File: config.mk
export PLATFORM = sky130hd
export DESIGN_NAME = c17_pipe_arbiter
export DESIGN_NICKNAME = d
export VERILOG_FILES = /design/src/rtl/c17_pkg.sv /design/src/rtl/c17_pipe_core.sv /design/src/rtl/c17_pipe_arbiter.sv
export SDC_FILE = /design/constraint.sdc
export NUM_CORES = 1
export LEC_CHECK = 0
export CORE_ASPECT_RATIO = 1.2
export CORE_MARGIN = 2
export CORE_UTILIZATION = 62
export CTS_BUF_LIST = sky130_fd_sc_hd__clkbuf_4
export DETAILED_ROUTE_END_ITERATION = 8
export DONT_BUFFER_PORTS = 1
export GPL_TIMING_DRIVEN = 0
export PLACE_DENSITY = 0.78
export SYNTH_ARGS = -nofsm -noshare
export SYNTH_HDL_FRONTEND = slang
export SYNTH_HIERARCHICAL = 1
export SYNTH_SLANG_ARGS = --single-unit
export TNS_END_PERCENT = 20
File: constraint.sdc
create_clock -name clk -period 3.7 [get_ports clk]
set_input_delay 0.555 -clock clk [delete_from_list [all_inputs] [get_ports clk]]
set_output_delay 0.555 -clock clk [all_outputs]
set_load 0.02 [all_outputs]
File: src/rtl/c17_pkg.sv
// Shared constants for the c17 datapath: operand/result bit positions and core latency.
// Also holds the lowest-set-bit picker used by the round-robin arbiter.
package c17_pkg;

    localparam int OP_W    = 5;
    localparam int RES_W   = 2;
    localparam int C17_LAT = 2;

    localparam int N1_IDX  = 0;
    localparam int N2_IDX  = 1;
    localparam int N3_IDX  = 2;
    localparam int N6_IDX  = 3;
    localparam int N7_IDX  = 4;

    localparam int N22_IDX = 0;
    localparam int N23_IDX = 1;

    // One-hot of the lowest set bit; all-zero in gives all-zero out.
    function automatic logic [7:0] lowest_onehot(input logic [7:0] v);
        return v & (~v + 8'd1);
    endfunction

endpackage

File: src/rtl/c17_pipe_core.sv
// Registered c17 datapath: operand flops, six NAND2 gates, result flops.
// No reset; the arbiter gates the result with its tag valid.
module c17_pipe_core
    import c17_pkg::*;
(
    input  logic             clk,
    input  logic [OP_W-1:0]  op,
    output logic [RES_W-1:0] res
);

    logic [OP_W-1:0]  in_reg;
    logic [RES_W-1:0] out_reg;
    logic [RES_W-1:0] out_next;
    logic n10, n11, n16, n19;

    always_ff @(posedge clk) begin
        in_reg  <= op;
        out_reg <= out_next;
    end

    always_comb begin
        n10 = ~(in_reg[N1_IDX] & in_reg[N3_IDX]);
        n11 = ~(in_reg[N3_IDX] & in_reg[N6_IDX]);
        n16 = ~(in_reg[N2_IDX] & n11);
        n19 = ~(n11 & in_reg[N7_IDX]);
        out_next          = '0;
        out_next[N22_IDX] = ~(n10 & n16);
        out_next[N23_IDX] = ~(n16 & n19);
    end

    assign res = out_reg;

endmodule

File: src/rtl/c17_pipe_arbiter.sv
// Round-robin arbiter sharing one pipelined c17 core among NREQ requesters.
// A {valid,id} tag pipe runs alongside the core so each result returns with its requester ID.
module c17_pipe_arbiter
    import c17_pkg::*;
#(
    parameter int NREQ = 4,
    parameter int LAT  = C17_LAT
)(
    input  logic                   clk,
    input  logic                   rst,
    input  logic                   en,
    input  logic [NREQ-1:0]        req,
    input  logic [NREQ*OP_W-1:0]   op,
    output logic [NREQ-1:0]        gnt,
    output logic                   res_valid,
    output logic [$clog2(NREQ)-1:0] res_id,
    output logic [RES_W-1:0]       res_data,
    output logic                   busy,
    output logic [15:0]            issued_cnt
);

    localparam int IDW = $clog2(NREQ);

    logic [IDW-1:0]   ptr_reg;
    logic [IDW-1:0]   ptr_next;
    logic [NREQ-1:0]  req_masked;
    logic [NREQ-1:0]  hi_mask;
    logic [7:0]       hi_ext;
    logic [7:0]       all_ext;
    logic [7:0]       pick;
    logic [NREQ-1:0]  gnt_next;
    logic [IDW-1:0]   gnt_id;
    logic             any_gnt;
    logic [OP_W-1:0]  op_slice [NREQ];
    logic [OP_W-1:0]  core_op;
    logic [RES_W-1:0] core_res;
    logic [LAT-1:0]   tag_valid_reg;
    logic [IDW-1:0]   tag_id_reg [LAT];
    logic [15:0]      issued_cnt_reg;

    // Reset is folded into the request mask so no grant escapes during a reset cycle.
    assign req_masked = req & {NREQ{en & ~rst}};

    genvar gi;
    generate
        for (gi = 0; gi < NREQ; gi++) begin : g_req
            assign hi_mask[gi]  = (IDW'(gi) >= ptr_reg);
            assign op_slice[gi] = op[gi*OP_W +: OP_W];
        end
    endgenerate

    // Prefer requests at or above the pointer; fall back to the lowest overall (wrap-around).
    always_comb begin
        hi_ext  = 8'(req_masked & hi_mask);
        all_ext = 8'(req_masked);
        pick    = (hi_ext != 8'd0) ? lowest_onehot(hi_ext) : lowest_onehot(all_ext);
    end

    assign gnt_next = pick[NREQ-1:0];
    assign any_gnt  = |gnt_next;

    always_comb begin
        gnt_id  = '0;
        core_op = '0;
        for (int i = 0; i < NREQ; i++) begin
            if (gnt_next[i]) begin
                gnt_id  = IDW'(i);
                core_op = core_op | op_slice[i];
            end
        end
    end

    always_comb begin
        ptr_next = ptr_reg;
        if (any_gnt) begin
            ptr_next = (gnt_id == IDW'(NREQ-1)) ? '0 : gnt_id + 1'b1;
        end
    end

    always_ff @(posedge clk) begin
        if (rst) begin
            ptr_reg        <= '0;
            tag_valid_reg  <= '0;
            issued_cnt_reg <= '0;
            for (int i = 0; i < LAT; i++) begin
                tag_id_reg[i] <= '0;
            end
        end else begin
            ptr_reg          <= ptr_next;
            issued_cnt_reg   <= issued_cnt_reg + 16'(any_gnt);
            tag_valid_reg[0] <= any_gnt;
            tag_id_reg[0]    <= gnt_id;
            for (int i = 1; i < LAT; i++) begin
                tag_valid_reg[i] <= tag_valid_reg[i-1];
                tag_id_reg[i]    <= tag_id_reg[i-1];
            end
        end
    end

    c17_pipe_core u_core (
        .clk (clk),
        .op  (core_op),
        .res (core_res)
    );

    assign gnt        = gnt_next;
    assign res_valid  = tag_valid_reg[LAT-1];
    assign res_id     = res_valid ? tag_id_reg[LAT-1] : '0;
    assign res_data   = res_valid ? core_res : '0;
    assign busy       = |tag_valid_reg;
    assign issued_cnt = issued_cnt_reg;

endmodule
# == Word-level counts from Yosys, hierarchy flattened ==
# Memory sizes are Yosys's and may differ from the RTL's.
# Index checks and enable logic that the tools add are counted.
# classes
add_sub_neg,4
order_cmp,4
eq_ne,1
mux,16
bitwise,25
reduce_logical,3
# op_table
cell,n
2-to-1 mux 5 bit,4
adder 16 x 1 -> 16 bit,1
AND 4 bit,4
bitwise OR 5 bit,3
2-to-1 mux 2 bit,7
"adder 4 x 1 -> 4 bit, second input constant",2
NOT 4 bit,2
nonzero test 8 bit,1
AND 1 bit,7
NOT 1 bit,7
"greater-or-equal comparator 1 x 2 -> 1 bit, first input constant",2
"greater-or-equal comparator 2 bit, first input constant",2
2-to-1 mux 1 bit,4
2-to-1 mux 4 bit,1
OR reduction 4 bit,1
"adder 2 x 1 -> 2 bit, second input constant",1
"equality test 2 bit, second input constant",1
bitwise OR 1 bit,2
OR reduction 2 bit,1
# totals
register_bits,27
ramBits,4
output_inout_bits,26
wordCells,59
mem_count,1
# memory_table
name,depth,width,rd,rd_clocked_by_memory_dff,write_ports,line_no,text
tag_id_reg,2,2,2,0,2,c17_pipe_arbiter.sv:38,logic [IDW-1:0] tag_id_reg [LAT];

# == Depth between registers and ports, before layout ==
# depth
ltp_word,15
ltp_mapped,10

# == Cells and area by module ==
# Netlist, hierarchy kept.
# modules_own_cells
module,instances,cells_each,area_each_um2,seq_area_each_um2
c17_pipe_arbiter,1,151,1328.8,480.5
c17_pipe_core,1,10,160.2,140.1

# == Worst setup path before layout ==
# OpenSTA, ideal clock, no wires.
# synth_timing
kind,input to register
startpoint,in rst
endpoint,reg issued_cnt_reg[14] (netlist: issued_cnt[14])
arrival_time_ns,2.370
t_required_ns,3.572
path_slack_ns,1.203
path_stages,10
n_path_buf,0
path_cell_list,nand2b_2 -> nor4_2 -> inv_2 -> nand3_1 -> ha_1 -> ha_1 -> nand3_1 -> nor4_2 -> xnor2_1 -> nor2_1
# synth_via
elab_chain_cells,10
# synth_lines
item,line_no,text
from (decl),c17_pipe_arbiter.sv:10,"input logic rst,"
NOT 1 bit *,c17_pipe_arbiter.sv:42,assign req_masked = req & {NREQ{en & ~rst}};
AND 1 bit *,c17_pipe_arbiter.sv:42,
AND 4 bit *,c17_pipe_arbiter.sv:42,
AND 4 bit,c17_pipe_arbiter.sv:54,hi_ext = 8'(req_masked & hi_mask);
NOT 4 bit,c17_pkg.sv:20,return v & (~v + 8'd1);
adder 4 x 1 -> 4 bit,c17_pkg.sv:20,
AND 4 bit,c17_pkg.sv:20,
2-to-1 mux 4 bit *,c17_pipe_arbiter.sv:56,pick = (hi_ext != 8'd0) ? lowest_onehot(hi_ext) : lowest_onehot(all_ext);
OR reduction 4 bit *,c17_pipe_arbiter.sv:60,assign any_gnt = |gnt_next;
via any_gnt,c17_pipe_arbiter.sv:33,logic any_gnt;
adder 16 x 1 -> 16 bit *,c17_pipe_arbiter.sv:90,issued_cnt_reg <= issued_cnt_reg + 16'(any_gnt);
to (signal assigned),c17_pipe_arbiter.sv:90,
to (decl),c17_pipe_arbiter.sv:39,logic [15:0] issued_cnt_reg;
# The timed path passes the listed nets; every way through them passes the cells marked *.
# A chain may end at the register's enable or synchronous reset.

# == Worst setup path in the final report ==
# layout_timing
startpoint,reg ptr_reg[1]
endpoint,reg issued_cnt_reg[14] (netlist: issued_cnt[14])
# layout_via
elab_chain_cells,8
# layout_lines
item,line_no,text
from (decl),c17_pipe_arbiter.sv:24,logic [IDW-1:0] ptr_reg;
from (signal assigned),c17_pipe_arbiter.sv:89,ptr_reg <= ptr_next;
greater-or-equal comparator 1 x 2 -> 1 bit or greater-or-equal comparator 2 bit (tied branches),c17_pipe_arbiter.sv:47,assign hi_mask[gi] = (IDW'(gi) >= ptr_reg);
AND 4 bit *,c17_pipe_arbiter.sv:54,
NOT 4 bit,c17_pkg.sv:20,
adder 4 x 1 -> 4 bit,c17_pkg.sv:20,
AND 4 bit,c17_pkg.sv:20,
2-to-1 mux 4 bit *,c17_pipe_arbiter.sv:56,
OR reduction 4 bit *,c17_pipe_arbiter.sv:60,
via any_gnt,c17_pipe_arbiter.sv:33,
adder 16 x 1 -> 16 bit *,c17_pipe_arbiter.sv:90,
# Marked as above.

==> impl_summary.md <==
STA
Setup repair after global routing left no endpoint under its margin. The max-slew headroom at the worst pin is 54.7%. Clock skew on the completed layout was measured at 0.00488 ns. The highest clock rate is 0.378 GHz. In the finished design, the share of the clock period the worst path needs comes to 71.5%.

At the pin with the least slew margin, the transition time is 0.674 ns. The worst hold margin is 0.296 ns. The number of hold violations in the final report is 0. For the final routed database, the setup TNS stands at 0 ns.

Setup violations remaining at the end of the flow were counted as 0. The number of pins with negative max-slew slack in the final report is 0. The minimum clock period is 2.65 ns. In the post-route analysis, the smallest setup slack over all paths is 1.05 ns.

Yosys
The synthesized netlist cell count is 161. Sorting the synthesized cells by area gives the leading types as sky130_fd_sc_hd__dfxtp_1 (42%), sky130_fd_sc_hd__xnor2_1 (4.7%), sky130_fd_sc_hd__nor4_2 (4.2%). The post-synthesis cell type count is 40.

The sequential fraction of the synthesis area is 41.7%. The post-synth design cell area is 1490 sq um. The synthesized design contains 0 enable-type register cells. The number of nets handed over by synthesis was 190.

sky130_fd_sc_hd__dfxtp_1 takes more of the synthesized area than any other cell. A synthesized cell averages 9.25 sq um. Yosys instantiated no cell more often than sky130_fd_sc_hd__dfxtp_1. After synthesis, the most frequently instantiated cells are sky130_fd_sc_hd__dfxtp_1 (31), sky130_fd_sc_hd__nand2_1 (13), sky130_fd_sc_hd__nor2_1 (11). The post-synthesis async set-or-reset flop share is 0%.

The commonest register cell after synthesis is sky130_fd_sc_hd__dfxtp_1. The count of state elements after synthesis is 31. During synthesis, Yosys emitted a total of 6 warnings. The share of the synthesized area in the top cell type is 41.7%.

Finish
For this run, the post-layout net count is 197. The register with the most flip-flops in the layout has 16 of them. The total inserted antenna cells is 0. Relative to the synthesized area, the layout overhead comes to 5.71%. The layout has 196 filler cells.

Cells with a size suffix above 1 make up 17.3% of the layout. The final instance count without filler cells is 199.

GRT
The initial antenna violation count is 0. Across every metal layer, demand over resource in global routing totals 22.4%. The total congestion overflow after global routing is 0.

The pin count of the biggest net entering global routing is 11. The first global-routing pass estimated 4820 microns of wire. The global routing stage identified its most utilized layer as met2. The met1 track demand over resource is 27.2%. Global routing used 35.0% of the available met2 tracks. The number of global-route vias before repair was 1123. The met3 routing resource usage after global routing is 6.96%.

Drt
Dividing the detail-routed via count by the number of cells gives 5.92. The count of TritonRoute iterations in the first routing pass is 4. The first routing iteration left 35 violations. The final layout contains routed wiring with a total length of 2910 microns.

The count of nets left with antenna violations after detail routing is 0. The final route contains 1179 vias. The post-detailed-route DRC marker count is 0. The post-detailed-route wirelength per cell is 14.6 microns.

Clocking
The H-tree was split into 2 levels. The buffer cell driving the clock tree root is sky130_fd_sc_hd__clkbuf_4. Buffers inserted to repair hold after CTS numbered 0.

The worst-case clock buffer depth is 2. The number of sinks on the clock net is 31. TritonCTS built the clock tree. The clock network latency to the later pin of the worst-skew pair is 0.32 ns.

The post-CTS setup buffer count is 0. The number of gates resized after cts is 0. The number of CTS-inserted buffers is 5. The clock-pin transition on the worst setup and hold timing paths is 0.09 ns.

Critical path
The worst reg2reg path endpoint is issued_cnt[14]. The category of the critical setup timing path is register to register. In this run the worst path has a maximum fanout of 6. The signal arrival time at the worst endpoint is 2.85 ns.

The number of cells on the worst reg-to-reg path is 10. The worst setup path is captured at a register. Counting both buffers and inverters, the worst setup path holds a total of 0.

The startpoint identified for the worst register-to-register timing path is ptr_reg[1]. STA classifies the critical path startpoint as a register. The cell at the slowest stage of the critical path is sky130_fd_sc_hd__dfxtp_1. The internal reg-to-reg setup slack is 1.05 ns. The critical path goes through nor3b_4, nor3b_2, nand2_2, nand3_1, ha_1, ha_1, nand3_1, nor4_2, xnor2_1, nor2_1. On the worst path, the slowest cell contributes a delay of 0.51 ns. The required time of the critical path is 3.91 ns. The category of cells accounting for the largest share of critical-path delay is simple AND/OR/NAND/NOR gates.

Pwr
The maximum vdd drop is 0.000270 V. The cell leakage power is 0.567 nW. The power per standard cell area is 376 nW/um^2.

Min path
Counting instances, the worst hold path has a depth of 1. For hold timing, the worst endpoint is issued_cnt[0]. The min-delay analysis places its worst path in the category primary input to register.

The worst hold path begins at rst.

Place
The last weighted congestion value of the routability-driven placer is 0.815. The total instance count after detailed placement is 192. The count of buffers from port buffering is 0. The estimated wirelength of the detail-placed design is 2220 microns. At the placement stage, the worst setup path has a slack of 0.839 ns.

Die
The effective utilization at floorplan is 65.2%. Row generation in the floorplan step produced 19 rows. The horizontal extent of the die is 48.7 microns. The die covers 2810 sq um. During I/O placement, the number of pins put on the boundary was 53. The die boundary height is 57.7 microns. The region available for standard cell placement spans 2280 sq um.

Run status
The run finished with clean final reports.

Flow run
The count of maximum capacitance violations is 0.
## routing by layer
metal  share of wire [%]  up-vias  wire, microns
li1                    -      587              -
met1                  42      542           1220
met2                  48       43           1410
met3                 7.1        7            205
met4                 2.5        0             72
met5                   0        -              0
## layout make-up
| type | instances | area [sq um] | area share [%] |
|---|---|---|---|
| tap | 31 | 38.8 | 2.46 |
| clock buffer | 5 | 37.5 | 2.38 |
| inverter | 12 | 45.0 | 2.86 |
| multi-input combinational | 114 | 806 | 51.2 |
| buffer | 4 | 17.5 | 1.11 |
| sequential | 31 | 621 | 39.4 |
| clock inverter | 2 | 8.76 | 0.556 |
## report_power, final
| part | switching, mW | total [mW] | internal (mW) | leakage [nW] |
|---|---|---|---|---|
| Combinational | 0.0347 | 0.0594 | 0.0247 | 0.287 |
| Clock | 0.105 | 0.172 | 0.0671 | 0.0285 |
| Sequential | 0.0127 | 0.360 | 0.347 | 0.252 |
| Total | 0.152 | 0.591 | 0.439 | 0.567 |
## kinds of logic (layout without fill, tap and decap cells)
group,after synthesis,count (layout),synth area share [%]
AOI/OAI and AO/OA,30,30,16.1
xor gates and xnor gates,11,11,6.47
buffers and inverters,16,23,4.20
adders and majority gates,2,2,1.68
DFF,31,31,41.7
and+or+nand+nor,71,71,29.8
## layout by cell type, fill, tap and decap left out, types with 4 or more instances in the layout
| cell type | count |
|---|---|
| sky130_fd_sc_hd__dfxtp_1 | 31 |
| sky130_fd_sc_hd__nand2_1 | 13 |
| sky130_fd_sc_hd__nor2_1 | 11 |
| sky130_fd_sc_hd__inv_1 | 9 |
| sky130_fd_sc_hd__nor2b_1 | 8 |
| sky130_fd_sc_hd__nand3_1 | 8 |
| sky130_fd_sc_hd__xnor2_1 | 8 |
| sky130_fd_sc_hd__a22o_1 | 6 |
| sky130_fd_sc_hd__nor4_2 | 5 |
| sky130_fd_sc_hd__a32oi_1 | 5 |
| sky130_fd_sc_hd__o211ai_1 | 5 |
| sky130_fd_sc_hd__clkbuf_4 | 5 |
| sky130_fd_sc_hd__and2_1 | 4 |
| sky130_fd_sc_hd__nor3_1 | 4 |
## worst max path at each step
stage,to,startpoint,cells after the start,slack (ns)
finish,issued_cnt[14],ptr_reg[1],10,1.05
global route,issued_cnt[10],ptr_reg[1],9,0.83
global placement,issued_cnt[14],rst,10,0.88
floorplan,issued_cnt[14],rst,10,1.20
detailed placement,issued_cnt[14],rst,10,0.84
CTS,issued_cnt[14],ptr_reg[1],10,1.07
## through the flow
stage	cell area [sq um]	power, mW	util (%)
after global placement	1530	0.424	66.9
final	1570	0.591	69.0
after floorplan	1490	0.416	-
after global routing	1570	0.618	69.0
after detailed placement	1530	0.427	66.9
after CTS	1570	0.597	69.0
Note: power is estimated with default switching activity, not from simulation.
